`src/rtl/rv32i_types.sv`:
```
// Shared types for the RV32 back-end reservation stations: MDU opcodes and the
// station entry layout, plus the CDB snoop used for both dispatch bypass and wakeup.
package rv32i_types;

    typedef enum logic [2:0] {
        MDU_MUL    = 3'd0,
        MDU_MULH   = 3'd1,
        MDU_MULHSU = 3'd2,
        MDU_MULHU  = 3'd3,
        MDU_DIV    = 3'd4,
        MDU_DIVU   = 3'd5,
        MDU_REM    = 3'd6,
        MDU_REMU   = 3'd7
    } mdu_op_t;

    // Tags are stored at a fixed maximum width so the struct can live in the
    // package; stations zero-extend their TAG_W tags into it.
    localparam int RVS_TAG_W_MAX = 8;

    typedef struct packed {
        logic                     rdy;
        logic [31:0]              val;
        logic [RVS_TAG_W_MAX-1:0] ptag;
    } rvs_src_t;

    typedef struct packed {
        logic                     valid;
        mdu_op_t                  opc;
        logic [RVS_TAG_W_MAX-1:0] tag;
        rvs_src_t                 src1;
        rvs_src_t                 src2;
    } rvs_entry_t;

    function automatic rvs_src_t src_snoop(input rvs_src_t                 s,
                                           input logic                     cvld,
                                           input logic [RVS_TAG_W_MAX-1:0] ctag,
                                           input logic [31:0]              cdata);
        rvs_src_t r;
        r = s;
        if (!s.rdy && cvld && (s.ptag == ctag)) begin
            r.rdy = 1'b1;
            r.val = cdata;
        end
        return r;
    endfunction

endpackage

```
`src/rtl/rvs_age_sel.sv`:
```
// Oldest-ready picker for reservation stations: older_i[j][i]=1 means entry j
// is older than entry i; grants the one ready entry with no older ready entry.
module rvs_age_sel #(
    parameter int DEPTH = 4
) (
    input  logic [DEPTH-1:0]            rdy_i,
    input  logic [DEPTH-1:0][DEPTH-1:0] older_i,
    output logic [DEPTH-1:0]            gnt_o
);

    always_comb begin
        gnt_o = '0;
        for (int i = 0; i < DEPTH; i++) begin
            gnt_o[i] = rdy_i[i];
            for (int j = 0; j < DEPTH; j++) begin
                if ((j != i) && rdy_i[j] && older_i[j][i]) begin
                    gnt_o[i] = 1'b0;
                end
            end
        end
    end

endmodule

```
`src/rtl/mdu_rvs.sv`:
```
// Reservation station in front of the MDU: holds dispatched mul/div ops until
// both operands arrive over the CDB, then issues the oldest ready one.
module mdu_rvs
    import rv32i_types::*;
#(
    parameter int DEPTH = 4,
    parameter int TAG_W = 4
) (
    input  logic                     clk,
    input  logic                     rst,
    input  logic                     flush,
    input  logic                     dis_req,
    output logic                     dis_rdy,
    input  logic [2:0]               dis_opc,
    input  logic [TAG_W-1:0]         dis_tag,
    input  logic                     dis_src1_rdy,
    input  logic [31:0]              dis_src1_val,
    input  logic [TAG_W-1:0]         dis_src1_tag,
    input  logic                     dis_src2_rdy,
    input  logic [31:0]              dis_src2_val,
    input  logic [TAG_W-1:0]         dis_src2_tag,
    input  logic                     cdb_vld,
    input  logic [TAG_W-1:0]         cdb_tag,
    input  logic [31:0]              cdb_wdata,
    output logic                     iss_req,
    input  logic                     iss_rdy,
    output logic [2:0]               iss_opc,
    output logic [31:0]              iss_src1,
    output logic [31:0]              iss_src2,
    output logic [TAG_W-1:0]         iss_tag,
    output logic [$clog2(DEPTH)+1-1:0] count
);

    localparam int CNT_W = $clog2(DEPTH) + 1;

    rvs_entry_t                ent_q [DEPTH];
    rvs_entry_t                ent_d [DEPTH];
    rvs_entry_t                new_ent;
    rvs_src_t                  dsrc1, dsrc2;
    logic [DEPTH-1:0][DEPTH-1:0] older_q, older_d;
    logic [CNT_W-1:0]          count_q, count_d;
    logic [DEPTH-1:0]          rdy_vec, gnt, alloc_oh;
    logic [RVS_TAG_W_MAX-1:0]  cdb_tag_x;
    logic                      do_dis, do_iss;
    logic                      hold_q, sel_older;
    logic [DEPTH-1:0]          gnt_hold_q;

    assign cdb_tag_x = RVS_TAG_W_MAX'(cdb_tag);
    assign dis_rdy   = (count_q != CNT_W'(DEPTH));
    assign do_dis    = dis_req & dis_rdy;
    assign count     = count_q;

    always_comb begin
        for (int i = 0; i < DEPTH; i++) begin
            rdy_vec[i] = ent_q[i].valid & ent_q[i].src1.rdy & ent_q[i].src2.rdy;
        end
    end

    rvs_age_sel #(.DEPTH(DEPTH)) u_age_sel (
        .rdy_i   (rdy_vec),
        .older_i (older_q),
        .gnt_o   (gnt)
    );

    // Ops being reset or flushed away must never be handed to the MDU.
    assign iss_req = (|rdy_vec) & ~rst & ~flush;
    assign do_iss  = iss_req & iss_rdy;

    always_comb begin
        iss_opc  = '0;
        iss_src1 = '0;
        iss_src2 = '0;
        iss_tag  = '0;
        for (int i = 0; i < DEPTH; i++) begin
            iss_opc  = iss_opc  | ({3{gnt[i]}}     & ent_q[i].opc);
            iss_src1 = iss_src1 | ({32{gnt[i]}}    & ent_q[i].src1.val);
            iss_src2 = iss_src2 | ({32{gnt[i]}}    & ent_q[i].src2.val);
            iss_tag  = iss_tag  | ({TAG_W{gnt[i]}} & ent_q[i].tag[TAG_W-1:0]);
        end
    end

    always_comb begin
        alloc_oh = '0;
        for (int i = DEPTH - 1; i >= 0; i--) begin
            if (!ent_q[i].valid) begin
                alloc_oh    = '0;
                alloc_oh[i] = 1'b1;
            end
        end
    end

    always_comb begin
        dsrc1.rdy  = dis_src1_rdy;
        dsrc1.val  = dis_src1_val;
        dsrc1.ptag = RVS_TAG_W_MAX'(dis_src1_tag);
        dsrc2.rdy  = dis_src2_rdy;
        dsrc2.val  = dis_src2_val;
        dsrc2.ptag = RVS_TAG_W_MAX'(dis_src2_tag);
        new_ent       = '0;
        new_ent.valid = 1'b1;
        new_ent.opc   = mdu_op_t'(dis_opc);
        new_ent.tag   = RVS_TAG_W_MAX'(dis_tag);
        new_ent.src1  = src_snoop(dsrc1, cdb_vld, cdb_tag_x, cdb_wdata);
        new_ent.src2  = src_snoop(dsrc2, cdb_vld, cdb_tag_x, cdb_wdata);
    end

    always_comb begin
        for (int i = 0; i < DEPTH; i++) begin
            ent_d[i] = ent_q[i];
            if (ent_q[i].valid) begin
                ent_d[i].src1 = src_snoop(ent_q[i].src1, cdb_vld, cdb_tag_x, cdb_wdata);
                ent_d[i].src2 = src_snoop(ent_q[i].src2, cdb_vld, cdb_tag_x, cdb_wdata);
            end
            if (do_iss && gnt[i]) begin
                ent_d[i].valid = 1'b0;
            end
            if (do_dis && alloc_oh[i]) begin
                ent_d[i] = new_ent;
            end
        end
    end

    // A new entry is younger than every slot; stale rows of free slots are
    // harmless because the select only looks at ready (valid) entries.
    always_comb begin
        older_d = older_q;
        for (int k = 0; k < DEPTH; k++) begin
            if (do_dis && alloc_oh[k]) begin
                for (int j = 0; j < DEPTH; j++) begin
                    older_d[k][j] = 1'b0;
                    older_d[j][k] = (j != k);
                end
            end
        end
    end

    always_comb begin
        count_d = count_q;
        if (do_dis && !do_iss) begin
            count_d = count_q + CNT_W'(1);
        end else if (!do_dis && do_iss) begin
            count_d = count_q - CNT_W'(1);
        end
    end

    always_ff @(posedge clk) begin
        if (rst || flush) begin
            for (int i = 0; i < DEPTH; i++) begin
                ent_q[i] <= '0;
            end
            count_q <= '0;
        end else begin
            for (int i = 0; i < DEPTH; i++) begin
                ent_q[i] <= ent_d[i];
            end
            count_q <= count_d;
        end
        if (rst) begin
            older_q    <= '0;
            hold_q     <= 1'b0;
            gnt_hold_q <= '0;
        end else begin
            older_q    <= older_d;
            hold_q     <= iss_req & ~iss_rdy;
            gnt_hold_q <= gnt;
        end
    end

    always_comb begin
        sel_older = 1'b0;
        for (int i = 0; i < DEPTH; i++) begin
            if (gnt[i] && |(older_q[i] & gnt_hold_q)) begin
                sel_older = 1'b1;
            end
        end
    end

    always_ff @(posedge clk) begin
        if (!rst) begin
            assert (count_q <= CNT_W'(DEPTH));
            assert (!(do_dis && (alloc_oh == '0)));
            if (hold_q && !flush) begin
                assert (iss_req && ((gnt == gnt_hold_q) || sel_older));
            end
            for (int i = 0; i < DEPTH; i++) begin
                for (int j = i + 1; j < DEPTH; j++) begin
                    if (ent_q[i].valid && ent_q[j].valid) begin
                        assert (ent_q[i].tag != ent_q[j].tag);
                    end
                end
            end
        end
    end

endmodule
```
`config.mk`:
```
export PLATFORM = sky130hd
export DESIGN_NAME = mdu_rvs
export DESIGN_NICKNAME = d
export VERILOG_FILES = /design/src/rtl/rv32i_types.sv /design/src/rtl/rvs_age_sel.sv /design/src/rtl/mdu_rvs.sv
export SDC_FILE = /design/constraint.sdc
export NUM_CORES = 1
export LEC_CHECK = 0
export ABC_AREA = 0
export CORE_MARGIN = 3
export CORE_UTILIZATION = 29
export DETAILED_ROUTE_END_ITERATION = 7
export GPL_TIMING_DRIVEN = 0
export PLACE_DENSITY_LB_ADDON = 0.25
export SETUP_SLACK_MARGIN = 0.4
export SYNTH_ARGS = -nofsm -noshare
export SYNTH_HDL_FRONTEND = slang
export SYNTH_HIERARCHICAL = 1
export SYNTH_SLANG_ARGS = --single-unit
```
`constraint.sdc`:
```
create_clock -name clk -period 6.7 [get_ports clk]
set_clock_uncertainty 0.1 [all_clocks]
set_input_delay 1.005 -clock clk [delete_from_list [all_inputs] [get_ports clk]]
set_output_delay 1.005 -clock clk [all_outputs]
set_load 0.05 [all_outputs]
```
==> impl_metrics.yaml <==
sta:
  fmax_mhz: 188
  min_period_over_period: 0.795
  hold_viol_final: 0
  setup_violations: 0
  finalCriticalPeriod_ns: 5.33
  slew_headroom: 0.187
  finalSetupTns_ns: 0
  rsz0062_at_grt: "no"
  worst_slack_ns: 1.37
  report.final.slew_viol_count: 0
  worstMarginPinSlew_ns: 1.21
global_routing:
  grtUsageTotal: 0.228
  grt_max_degree: 13
  grt_pass1_vias: 15400
  grt_most_used_layer: "met2"
  antenna_found_initial: 8
  grt_pass1_wl_um: 98800
  grt.overflow.total: 0
  grtUsageMet1: 0.303
  met2_usage: 0.364
  met3_usage: 0.0532
route:
  drtPass1Iterations: 7
  vias_per_cell: 5.88
  drtIter0Drc: 2162
  via_count: 15800
  wire_per_inst_um: 25.1
  drc_errors: 0
  ant_nets: 0
  wl_um: 67400
cells_and_area:
  mostFrequentLayoutCells: "dfxtp_1 (343), a22oi_1 (242), a21oi_1 (236), nand2_1 (203), clkdlybuf4s50_1 (193)"
  syn_to_final_growth_pct: 26.7
  nets: 2100
  layout_commonest_cell: "dfxtp_1"
  n_fill_cell: 5290
  drive_gt1_frac: 0.0749
  seq_area_um2: 6870
  multiInputGateArea_um2: 7710
setup_path:
  critical-path-slowest-cell: "clkdlybuf4s50_1"
  ff2ff_setup_slack_ns: 3.60
  path_cells: "and3_1 > a22oi_1 > and3_1 > clkbuf_1 > clkbuf_1 > a22oi_1 > nand2_1 > clkdlybuf4s50_1"
  setup.worst_path.class: "reg2out"
  critPathRequiredTime_ns: 5.59
  cp_max_fo: 10
  endpoint_kind: "output port"
  critPathLaunchType: "flop"
  slowest_delay_ns: 0.83
  r2r-end: "ent_q[2][73]$_SDFFE_PP0P_"
  timing.rr.start: "ent_q[0][93]$_SDFFE_PP0P_"
  cp.arrival_ns: 4.22
  rr_worst_depth: 6
job:
  maxCapViolCount: 0
power_and_ir_drop:
  switching_share: 0.257
  vdd_ir_drop_max_mv: 0.164
  p_int_mw: 3.49
  clock_power_share: 0.474
  power_density_nw_per_um2: 240
  pwr-share-comb: 0.082
  pwr-share-seq: 0.444
  switching_power_mw: 1.20
  cellLeakagePower_nw: 6.60
clocking:
  cts.reportedPaths.clkPinSlew_ns: 0.06
  cts_tree: "done"
  root_buffer: "clkbuf_16"
  cts_buffer_depth: 3
  post_cts_buffers: 0
  cts_resized: 0
  clock-sinks: 343
  cts_hold_buf: 0
  cts_buffers: 41
  cts-htree-levels: 2
  clock_latency_ns: 0.57
logic_synthesis:
  avgSynthCellArea_um2: 8.87
  synthesis.nets: 1864
  syn_inst: 1739
  ys_warn_count: 6
  syn-cell-area_um2: 15400
floorplanning:
  io_pins: 199
  start_util: 0.297
  die_width_um: 237
  coreArea_um2: 51900
  die_area_um2: 56000
  placementRows: 83
  die_height_um: 237
placed_design:
  pre_cts_slack_ns: 1.84
  dp_hpwl_um: 48400
  globalplace.congestion: 0.953
  portBuffers: 193
hold_path:
  min_path_type: "reg2reg"
  holdPathStages: 2
  min-delay-start: "ent_q[3][84]$_SDFFE_PP0P_"
  hold-path-endpoint: "ent_q[3][84]$_SDFFE_PP0P_"
status:
  status: "completed"
==> layer usage <==
layer,vias up,wire (µm)
met5,-,61
met4,8,2110
met3,155,6280
met2,829,30500
met1,7744,28500
li1,7053,-
==> sequential cells by signal (all words and copies together), names as in the netlist <==
signal,cells
older_q,12
ent_q,328
count,3
==> how the worst max path moves through the flow <==
stage                     cells past startpoint           end  slack (ns)                 startpoint
after floorplan                               4       iss_req        3.25                        rst
after global placement                        6       iss_req        1.85                        rst
after detailed placement                      6       iss_req        1.84                        rst
after CTS                                     8  iss_src2[31]        1.49  ent_q[2][93]$_SDFFE_PP0P_
after global routing                          8   iss_src1[1]        1.24  ent_q[2][93]$_SDFFE_PP0P_
final                                         8  iss_src2[31]        1.37  ent_q[2][93]$_SDFFE_PP0P_
==> critical path: cells and delay by family (launching register included) <==
family | cells | cell delay [ns]
compound gates | 2 | 0.39
buf+inv | 3 | 2.19
flops | 1 | 0.38
simple gates | 3 | 0.66
==> power groups by stage <==
stage / Sequential (mW) / Clock (mW) / Combinational, mW
5_1_grt: 2.09 / 2.34 / 0.403
3_3_place_gp: 2.13 / 0 / 0.372
4_1_cts: 2.08 / 2.26 / 0.376
6_report: 2.08 / 2.23 / 0.385
3_5_place_dp: 2.13 / 0 / 0.375
2_1_floorplan: 2.13 / 0 / 0.161
==> area by class of cell <==
class                   instances  area share
diodes                          3    0.000384
inverters                      39     0.00749
multi-input cells            1188       0.395
clock buffers                  55      0.0588
well taps                     680      0.0435
clock inverters                17     0.00884
repair buffers                193      0.0989
flip-flops and latches        343       0.351
plain buffers                 169      0.0359
==> per-stage QoR <==
step                      utilization  cell area, µm²  cells  power, mW  hold WS [ns]
final                           0.376           19500   2687       4.70         0.354
after floorplan                     -           15400   1739       2.29         0.333
after detailed placement        0.351           18200   2612       2.50         0.347
after global placement          0.351           18200   2612       2.50         0.342
after CTS                       0.376           19500   2684       4.72         0.355
after global routing            0.376           19500   2684       4.83         0.371
Power figures use the tool's default switching activity.
